==> src/rtl/monitor_pkg.sv <==
// Shared definitions for the monitor port: TX state encoding, bus addresses
// and the parity helper used by the device-side transmitter.
package monitor_pkg;

  typedef enum logic [2:0] {
    IDLE   = 3'd0,
    START  = 3'd1,
    DATA   = 3'd2,
    PARITY = 3'd3,
    STOP   = 3'd4,
    DONE   = 3'd5
  } txState_e;

  localparam logic [31:0] DEVICE_ADDRESS = 32'h0000FFF8;
  localparam logic [31:0] STATUS_ADDRESS = 32'h0000FFFC;

  function automatic logic evenParity(input logic [7:0] dataByte);
    return ^dataByte;
  endfunction

endpackage

==> src/rtl/monitor_baud_tick.sv <==
// Bit-period counter for the monitor TX path: raises tick on the last cycle
// of each CLKS_PER_BIT-long serial bit; cleared when a new frame starts.
module monitor_baud_tick #(
  parameter int CLKS_PER_BIT = 434
) (
  input  logic clock,
  input  logic reset,
  input  logic clear,
  input  logic enable,
  output logic tick
);

  localparam int CW = $clog2(CLKS_PER_BIT);
  localparam logic [CW-1:0] LAST_COUNT = CW'(CLKS_PER_BIT - 1);
  localparam logic [CW-1:0] ONE = CW'(1);

  logic [CW-1:0] count_r;

  // Count clock cycles within the current bit, wrapping at the bit boundary.
  always_ff @(posedge clock) begin
    if (reset) begin
      count_r <= '0;
    end else if (clear) begin
      count_r <= '0;
    end else if (enable) begin
      if (count_r == LAST_COUNT) begin
        count_r <= '0;
      end else begin
        count_r <= count_r + ONE;
      end
    end else begin
      count_r <= '0;
    end
  end

  assign tick = enable && (count_r == LAST_COUNT);

endmodule

==> src/rtl/monitor_tx_device.sv <==
// Device end of the monitor port: serializes a written word as UART bytes,
// LSB first. Define MONITOR_TX_PARITY_EN to add an even-parity bit per byte.
module monitor_tx_device
  import monitor_pkg::*;
#(
  parameter int CLKS_PER_BIT = 434,
  parameter int BYTES        = 4
) (
  input  logic        clock,
  input  logic        reset,
  input  logic        deviceWrite,
  input  logic [31:0] dataDeviceIn,
  output logic        tx,
  output logic        busy,
  output logic        dataDeviceFinish,
  output logic        overrun
);

  localparam logic [1:0] LAST_BYTE = 2'(BYTES - 1);

  txState_e    state_r;
  logic [31:0] shiftReg_r;
  logic [2:0]  bitIdx_r;
  logic [1:0]  byteIdx_r;
  logic        tx_r;
  logic        busy_r;
  logic        finish_r;
  logic        overrun_r;

  logic        idleLike_s;
  logic        frameStart_s;
  logic        counterEn_s;
  logic        bitTick_s;
  logic [7:0]  curByte_s;

  // DONE counts as idle so a write there chains straight into the next word.
  always_comb begin
    idleLike_s   = (state_r == IDLE) || (state_r == DONE);
    frameStart_s = deviceWrite && idleLike_s;
    counterEn_s  = !idleLike_s;
    curByte_s    = shiftReg_r[7:0];
  end

  monitor_baud_tick #(
    .CLKS_PER_BIT(CLKS_PER_BIT)
  ) u_baudTick (
    .clock (clock),
    .reset (reset),
    .clear (frameStart_s),
    .enable(counterEn_s),
    .tick  (bitTick_s)
  );

  // Frame sequencer; pins are registered from the current state, so they
  // trail the state by one cycle.
  always_ff @(posedge clock) begin
    if (reset) begin
      state_r    <= IDLE;
      shiftReg_r <= 32'd0;
      bitIdx_r   <= 3'd0;
      byteIdx_r  <= 2'd0;
      tx_r       <= 1'b1;
      busy_r     <= 1'b0;
      finish_r   <= 1'b0;
      overrun_r  <= 1'b0;
    end else begin
      if (deviceWrite && !idleLike_s) begin
        overrun_r <= 1'b1;
      end
      case (state_r)
        IDLE, DONE: begin
          tx_r     <= 1'b1;
          busy_r   <= 1'b0;
          finish_r <= (state_r == DONE);
          if (deviceWrite) begin
            shiftReg_r <= dataDeviceIn;
            bitIdx_r   <= 3'd0;
            byteIdx_r  <= 2'd0;
            state_r    <= START;
          end else begin
            state_r <= IDLE;
          end
        end
        START: begin
          tx_r     <= 1'b0;
          busy_r   <= 1'b1;
          finish_r <= 1'b0;
          if (bitTick_s) begin
            bitIdx_r <= 3'd0;
            state_r  <= DATA;
          end
        end
        DATA: begin
          tx_r     <= curByte_s[bitIdx_r];
          busy_r   <= 1'b1;
          finish_r <= 1'b0;
          if (bitTick_s) begin
            if (bitIdx_r == 3'd7) begin
              bitIdx_r <= 3'd0;
`ifdef MONITOR_TX_PARITY_EN
              state_r  <= PARITY;
`else
              state_r  <= STOP;
`endif
            end else begin
              bitIdx_r <= bitIdx_r + 3'd1;
            end
          end
        end
`ifdef MONITOR_TX_PARITY_EN
        PARITY: begin
          tx_r     <= evenParity(curByte_s);
          busy_r   <= 1'b1;
          finish_r <= 1'b0;
          if (bitTick_s) begin
            state_r <= STOP;
          end
        end
`endif
        STOP: begin
          tx_r     <= 1'b1;
          busy_r   <= 1'b1;
          finish_r <= 1'b0;
          if (bitTick_s) begin
            if (byteIdx_r != LAST_BYTE) begin
              byteIdx_r  <= byteIdx_r + 2'd1;
              shiftReg_r <= {8'd0, shiftReg_r[31:8]};
              state_r    <= START;
            end else begin
              state_r <= DONE;
            end
          end
        end
        default: begin
          tx_r     <= 1'b1;
          busy_r   <= 1'b0;
          finish_r <= 1'b0;
          state_r  <= IDLE;
        end
      endcase
    end
  end

  assign tx               = tx_r;
  assign busy             = busy_r;
  assign dataDeviceFinish = finish_r;
  assign overrun          = overrun_r;

endmodule

==> config.mk <==
export PLATFORM = sky130hd
export DESIGN_NAME = monitor_tx_device
export DESIGN_NICKNAME = d
export VERILOG_FILES = /design/src/rtl/monitor_pkg.sv /design/src/rtl/monitor_baud_tick.sv /design/src/rtl/monitor_tx_device.sv
export SDC_FILE = /design/constraint.sdc
export NUM_CORES = 1
export LEC_CHECK = 0
export ABC_CLOCK_PERIOD_IN_PS = 6600
export CORE_ASPECT_RATIO = 0.75
export CORE_MARGIN = 1.5
export CORE_UTILIZATION = 50
export CTS_CLUSTER_SIZE = 30
export DETAILED_ROUTE_END_ITERATION = 6
export PLACE_DENSITY = 0.75
export SLEW_MARGIN = 0
export SYNTH_ARGS = -nofsm -noshare
export SYNTH_HDL_FRONTEND = slang
export SYNTH_HIERARCHICAL = 1
export SYNTH_SLANG_ARGS = --single-unit
==> constraint.sdc <==
create_clock -name clock -period 6.6 [get_ports clock]
set_input_delay 1.98 -clock clock [delete_from_list [all_inputs] [get_ports clock]]
set_output_delay 1.98 -clock clock [all_outputs]
set_load 0.005 [all_outputs]
==> results of run 1 <==
==> cell type report <==
class	instances	area, um^2	area share [%]
Timing Repair Buffer	40	390	12.9
Inverter	5	18.8	0.621
Multi-Input combinational cell	179	1390	46.1
Clock inverter	1	7.51	0.249
Tap cell	60	75.1	2.49
Sequential cell	53	1060	35.1
Clock buffer	7	76.3	2.53
==> sequential cells by signal, indices dropped and copies added (netlist names) <==
signal,cells
busy,1
state_r,3
dataDeviceFinish,1
bitIdx_r,3
byteIdx_r,2
shiftReg_r,32
overrun,1
tx,1
u_baudTick/count_r,9
==> critical path, cell delays in order <==
cell and delay [ns]:
clkdlybuf4s50_1 0.54, a21boi_0 0.23, a221oi_4 0.31, buf_4 0.52
nor2_1 0.11, a211oi_2 0.21
==> how the worst max path moves through the flow <==
stage,endpoint,slack (ns)
finish,shiftReg_r[15]$_SDFFE_PP0P_,2.87
global route,shiftReg_r[2]$_SDFFE_PP0P_,2.73
CTS,shiftReg_r[2]$_SDFFE_PP0P_,2.85
detailed placement,shiftReg_r[2]$_SDFFE_PP0P_,2.54
global placement,shiftReg_r[6]$_SDFFE_PP0P_,2.64
floorplan,byteIdx_r[0]$_SDFFE_PP0P_,3.54
==> metrics by stage <==
stage | hold WS, ns | std cells
global placement | 0.443 | 337
floorplan | 0.436 | 258
detailed placement | 0.463 | 337
global route | 0.503 | 345
finish | 0.469 | 345
CTS | 0.473 | 345
==> kinds of logic after synthesis <==
logic type	share of synthesized area (%)
compound gates	22.9
xor+xnor	1.68
fa+ha+maj	2.41
buf+inv	5.92
flops	40.8
mux	11.4
simple gates	15.0
==> synth_stat cells (5+ instances only) <==
cell type / instances / area share, %
a21oi_1: 13 / 2.5
a22oi_1: 8 / 2.3
dfxtp_1: 53 / 41
nor2_1: 39 / 5.6
o21ai_0: 6 / 1.2
mux2i_1: 25 / 9.6
buf_4: 8 / 2.3
nand2_1: 6 / 0.87
nor3_1: 5 / 0.96
a211oi_2: 24 / 12
clkbuf_1: 6 / 0.87
ha_1: 5 / 2.4
inv_1: 5 / 0.72
nand3_1: 7 / 1.3
==> routing by layer <==
layer	GRT usage [%]	part of all wire [%]
met4	4.23	0.84
met5	0	0
met1	25.5	52
met2	29.5	43
met3	5.03	4.1
==> power by group through the flow <==
stage	clock network [mW]	registers (mW)	logic, mW
after floorplan	0	0.352	0.0628
after global placement	0	0.356	0.0868
after detailed placement	0	0.357	0.0897
after CTS	0.180	0.349	0.0898
after global routing	0.195	0.352	0.0966
final	0.176	0.350	0.0886
==> layout by cell type (no fill, tap or decap), types with 2 or more instances in the layout <==
master,synthesis,final
a211oi_2,24,24
clkbuf_1,6,2
clkdlybuf4s50_1,0,37
inv_1,5,5
ha_1,5,5
nand4_1,2,2
nor4_1,2,2
clkbuf_8,0,5
o21ai_0,6,6
nor2_1,39,39
a21oi_1,13,13
nand3_1,7,7
buf_4,8,2
mux4_2,2,2
nand2b_1,2,2
xnor2_1,4,4
mux2i_1,25,25
or3_1,4,4
dfxtp_1,53,53
o2111ai_1,2,2
and2_1,2,2
nand2_1,6,6
a22oi_1,8,8
nor3_1,5,4
nor2b_1,3,3
==> key figures, run 1 <==
Outcome
  • Status: complete, no violations

Synthesis
  • Syn Inst Count: between 200 and 300
  • Synthesized net count: 298
  • Synth Register Bits: between 50 and 60
  • Cell variety after synth: 44
  • Syn avg cell area: 10.1 um^2
  • Number of synthesized flops with an enable pin: 0
  • Main synth FF type: dfxtp_1
  • Seq/Total Area, Yosys: roughly 41%
  • Ys async rst share: 0%
  • Ys Warns: 6
  • Area of the mapped netlist: roughly 2600 um^2

Die
  • # IOs: 39
  • Core Footprint: slightly below 5000 um^2
  • Chip Height: 65.5 um
  • Num rows: 22
  • Initial Util: around 53%
  • Die area: between 5000 and 6000 um^2
  • Die Wd: approximately 86 um

STA
  • Pins Over Slew Limit: 0
  • RSZ-0062 raised after global routing: false
  • Setup violators final: 0
  • Final Hold Fails: 0
  • Final Cycle Share: 56.5%
  • Final setup TNS: 0 ns
  • Slew headroom: between 20 and 30%
  • Fmax: 268 MHz
  • Clk_skew: between 0.006 and 0.007 ns
  • Least-Margin Pin Slew: ~1.1 ns
  • Min Tclk post-route: between 3 and 4 ns
  • Final WS setup: 2.87 ns

Clock tree
  • Hold_buf cts: 0
  • TritonCTS clock tree: yes
  • Clock buffer depth: 2
  • Post-cts gate resize count: 0
  • Clock-pin slew on the worst setup and hold paths: around 0.09 ns
  • Clock root buffer: clkbuf_8
  • Clock Latency Late Sink: about 0.3 ns
  • CTS Sinks: 53
  • CTS buffer count: 5
  • Setup bufs post-CTS: 0
  • CTS HTree Levels: 2

Worst setup path
  • Crit Path Max Fanout: 50
  • Critical path origin: deviceWrite
  • Critical R2R Capture: shiftReg_r[15]$_SDFFE_PP0P_
  • RR Startpoint: u_baudTick/count_r[0]$_SDFF_PP0_
  • Setup crit start kind: input pin
  • R2r setup slk: 3.58 ns
  • CP required: around 6.8 ns
  • Crit path DAT: 3.94 ns
  • Endpoint class of the critical path: flip-flop
  • Cells on worst reg2reg path: 9
  • WS Path Type: input pin to flip-flop

Detailed routing
  • Vias/cell: 5.63
  • Via Count: about 1900
  • First drt pass iteration count: 4
  • DRT antenna net count: 0
  • Drc violations: 0
  • WL/cell: between 10 and 15 um
  • DR iter-0 viols: 86
  • Total Wirelength: around 5.1 mm

Place
  • # port buffers: 38
  • Final weighted congestion in routability-driven placement: between 0.7 and 0.8
  • Area after DPL: 2940 um^2
  • Pre-CTS setup slack: roughly 2.5 ns
  • DP Wirelength: 3.49 mm

Power
  • Logic pwr share: 14.4%
  • Switching share of power: between 20% and 30%
  • Sw power: 155 uW
  • Tot Pwr: ~610 uW
  • Power share of the clock group: between 20% and 30%
  • Sequential power share: 56.9%
  • P_int: between 400 and 500 uW
  • Cell Pwr Density: about 200 nW/um^2
  • Lkg Pwr: approximately 1.0 nW
  • Peak VDD IR: between 0.1 and 0.15 mV

Cells and area
  • Layout area overhead: 16.1%
  • Share of cells above drive strength 1: 14.4%
  • Post-layout util: roughly three fifths
  • Design Area, Final: roughly 3000 um^2
  • Fill cells: between 400 and 500
  • Fin nets: about 320
  • Antenna diodes: 0

Min path
  • Hold Path End: byteIdx_r[1]$_SDFFE_PP0P_
  • Hold path startpoint: byteIdx_r[1]$_SDFFE_PP0P_
  • Hold depth: 2
  • Worst Hold Class: flip-flop to flip-flop

Global routing
  • Global-route wire length before repair: ~8.2 mm
  • Largest net degree at the start of global routing: between 50 and 60
  • Gr usage total: approximately a fifth
  • Initial antenna violation count: 0
  • Total congestion overflow: 0
  • Vias in the first global route: about 1800

Flow run
  • Max Cap Violations: 0
Note: power is estimated with default switching activity, not from simulation.
==> run 2, diff against run 1 <==
ABC_CLOCK_PERIOD_IN_PS = 3500   (was 6600)
clock period = 3.5 ns   (was 6.6 ns; I/O delays follow)
==> run 2 against run 1 <==
  * Final cell count up 0.29%
  * Flip-flop and latch count stayed put
  * Power rose by 120%
  * Setup slack worse by 2.1 ns
  * Global-route usage is 0.83 points higher
  * Core utilization increased by 1.5 points
  * Via count decreased by 0.52%
  * Highest routed layer unchanged
==> key figures, run 2 (synthesis results as in run 1) <==
Outcome
  • Status: complete, no violations

Worst setup path
  • R2r setup slk: 0.80 ns
  • WS Path Type: flip-flop to flip-flop
  • CP required: 3.73 ns
  • Crit Path Max Fanout: 50
  • Endpoint class of the critical path: flip-flop
  • Crit path DAT: about 2.9 ns
  • Cells on worst reg2reg path: 9
  • Critical R2R Capture: shiftReg_r[7]$_SDFFE_PP0P_
  • RR Startpoint: u_baudTick/count_r[0]$_SDFF_PP0_
  • Setup crit start kind: flip-flop

Cells and area
  • Most common cell after layout, fill and taps aside: dfxtp_1
  • Antenna diodes: 0
  • Most frequent cells in the layout: 53 x dfxtp_1, 39 x nor2_1, 37 x clkdlybuf4s50_1, 25 x mux2i_1, 24 x a211oi_2
  • Max FFs per register: 32
  • Fin nets: between 300 and 400
  • Layout area overhead: 19.0%
  • Share of cells above drive strength 1: roughly 15%
  • Biggest regs: shiftReg_r (32), u_baudTick/count_r (9)
  • Biggest register: shiftReg_r

Power
  • Lkg Pwr: about 1.1 nW
  • Tot Pwr: ~1.3 mW
  • Peak VDD IR: around 0.33 mV
  • Cell Pwr Density: 429 nW/um^2

Clock tree
  • Clock-pin slew on the worst setup and hold paths: approximately 0.1 ns
  • Setup bufs post-CTS: 0
  • TritonCTS clock tree: yes
  • CTS Sinks: between 50 and 60
  • Clock Latency Late Sink: between 0.3 and 0.4 ns
  • CTS buffer count: 5
  • Clock buffer depth: 2
  • Hold_buf cts: 0
  • Post-cts gate resize count: 0
  • Clock root buffer: clkbuf_8
  • CTS HTree Levels: 2

Global routing
  • Largest net degree at the start of global routing: a little over 50
  • Vias in the first global route: roughly 1700
  • Initial antenna violation count: 0
  • Global-route wire length before repair: 8.47 mm
  • Gr usage total: between 10% and 20%
  • Total congestion overflow: 0

Die
  • Die area: roughly 5600 um^2
  • # IOs: 39
  • Die Wd: between 80 and 90 um
  • Initial Util: a little over half
  • Core Footprint: 4950 um^2
  • Chip Height: between 60 and 70 um
  • Num rows: 22

STA
  • Final Cycle Share: 77.1%
  • Setup violators final: 0
  • Slew headroom: between 50% and 60%
  • Fmax: around 370 MHz
  • RSZ-0062 raised after global routing: false
  • Min Tclk post-route: between 2 and 3 ns
  • Final Hold Fails: 0
  • Least-Margin Pin Slew: between 0.6 and 0.7 ns
  • Clk_skew: between 0.005 and 0.006 ns
  • Pins Over Slew Limit: 0
  • Final setup TNS: 0 ns
  • Final WS setup: between 0.7 and 0.8 ns

Place
  • Pre-CTS setup slack: 0.586 ns
  • # port buffers: 38
  • DP Wirelength: approximately 3.4 mm
  • Final weighted congestion in routability-driven placement: around 0.75

Detailed routing
  • Drc violations: 0
  • Met2 wire length: around 2.2 mm
  • Via Count: approximately 1900
  • Total Wirelength: between 5 and 6 mm
  • DR iter-0 viols: around 120
  • DRT antenna net count: 0
  • Top Layer Used: met4
  • Met3 routed WL: around 220 um
  • First drt pass iteration count: 4
  • WL/cell: approximately 15 um
  • WL met1: ~2.7 mm
  • Vias/cell: between 5 and 6

Min path
  • Hold path startpoint: byteIdx_r[1]$_SDFFE_PP0P_
  • Worst Hold Class: flip-flop to flip-flop
  • Hold depth: 2
  • Hold Path End: byteIdx_r[1]$_SDFFE_PP0P_

Flow run
  • Max Cap Violations: 0
[run 2: cell count changes in the layout (fill, tap and decap cells not counted), sizes merged]
cell	before	now
bufinv	0	2
clkbuf	7	5
buf	3	4
clkinvlp	1	0
inv	5	6
[run 2: area by class of cell]
| class | count | area (um^2) |
|---|---|---|
| well taps | 60 | 75.1 |
| flip-flops and latches | 53 | 1060 |
| repair buffers | 41 | 410 |
| inverters | 5 | 18.8 |
| clock buffers | 5 | 68.8 |
| fillers | 405 | 1860 |
| multi-input cells | 179 | 1390 |
| clock inverters | 3 | 68.8 |
[run 2: how the worst max path moves through the flow]
stage | from | to | slack [ns]
finish | u_baudTick/count_r[0]$_SDFF_PP0_ | shiftReg_r[7]$_SDFFE_PP0P_ | 0.80
global route | u_baudTick/count_r[0]$_SDFF_PP0_ | shiftReg_r[2]$_SDFFE_PP0P_ | 0.56
CTS | u_baudTick/count_r[0]$_SDFF_PP0_ | shiftReg_r[4]$_SDFFE_PP0P_ | 0.80
detailed placement | deviceWrite | byteIdx_r[0]$_SDFFE_PP0P_ | 0.59
global placement | deviceWrite | byteIdx_r[0]$_SDFFE_PP0P_ | 0.68
floorplan | u_baudTick/count_r[0]$_SDFF_PP0_ | shiftReg_r[4]$_SDFFE_PP0P_ | 1.15
[run 2: report_power, final]
group          internal (mW)  switching (mW)  leakage (nW)
sequential             0.637          0.0216         0.435
combinational         0.0894          0.0808         0.548
clock                  0.288           0.212        0.0687
total                   1.01           0.314          1.05
[run 2: metal layers]
layer  global-route usage [%]  vias to the layer above
met1                     29.2                      904
met2                     27.1                       31
met3                     4.52                        4
met5                        0                        -
li1                         -                      992
met4                     6.65                        0
[run 2: critical path: stages, from the launching register on]
cell      delay [ns]
dfxtp_1         0.41
ha_1            0.19
nand4b_2        0.16
nor4_1          0.24
and2_1          0.33
or3b_4          0.44
a221oi_4        0.27
buf_12          0.29
nor2_1          0.09
a211oi_2        0.19
[run 2: stage by stage]
| stage | instance area [um^2] | utilization [%] | instances | hold slack, ns |
|---|---|---|---|---|
| 6_report | 3090 | 62.4 | 346 | 0.488 |
| 2_1_floorplan | 2600 | - | 258 | 0.436 |
| 3_5_place_dp | 2960 | 59.7 | 338 | 0.465 |
| 3_3_place_gp | 2960 | 59.7 | 338 | 0.442 |
| 5_1_grt | 3090 | 62.4 | 346 | 0.528 |
| 4_1_cts | 3090 | 62.4 | 346 | 0.485 |
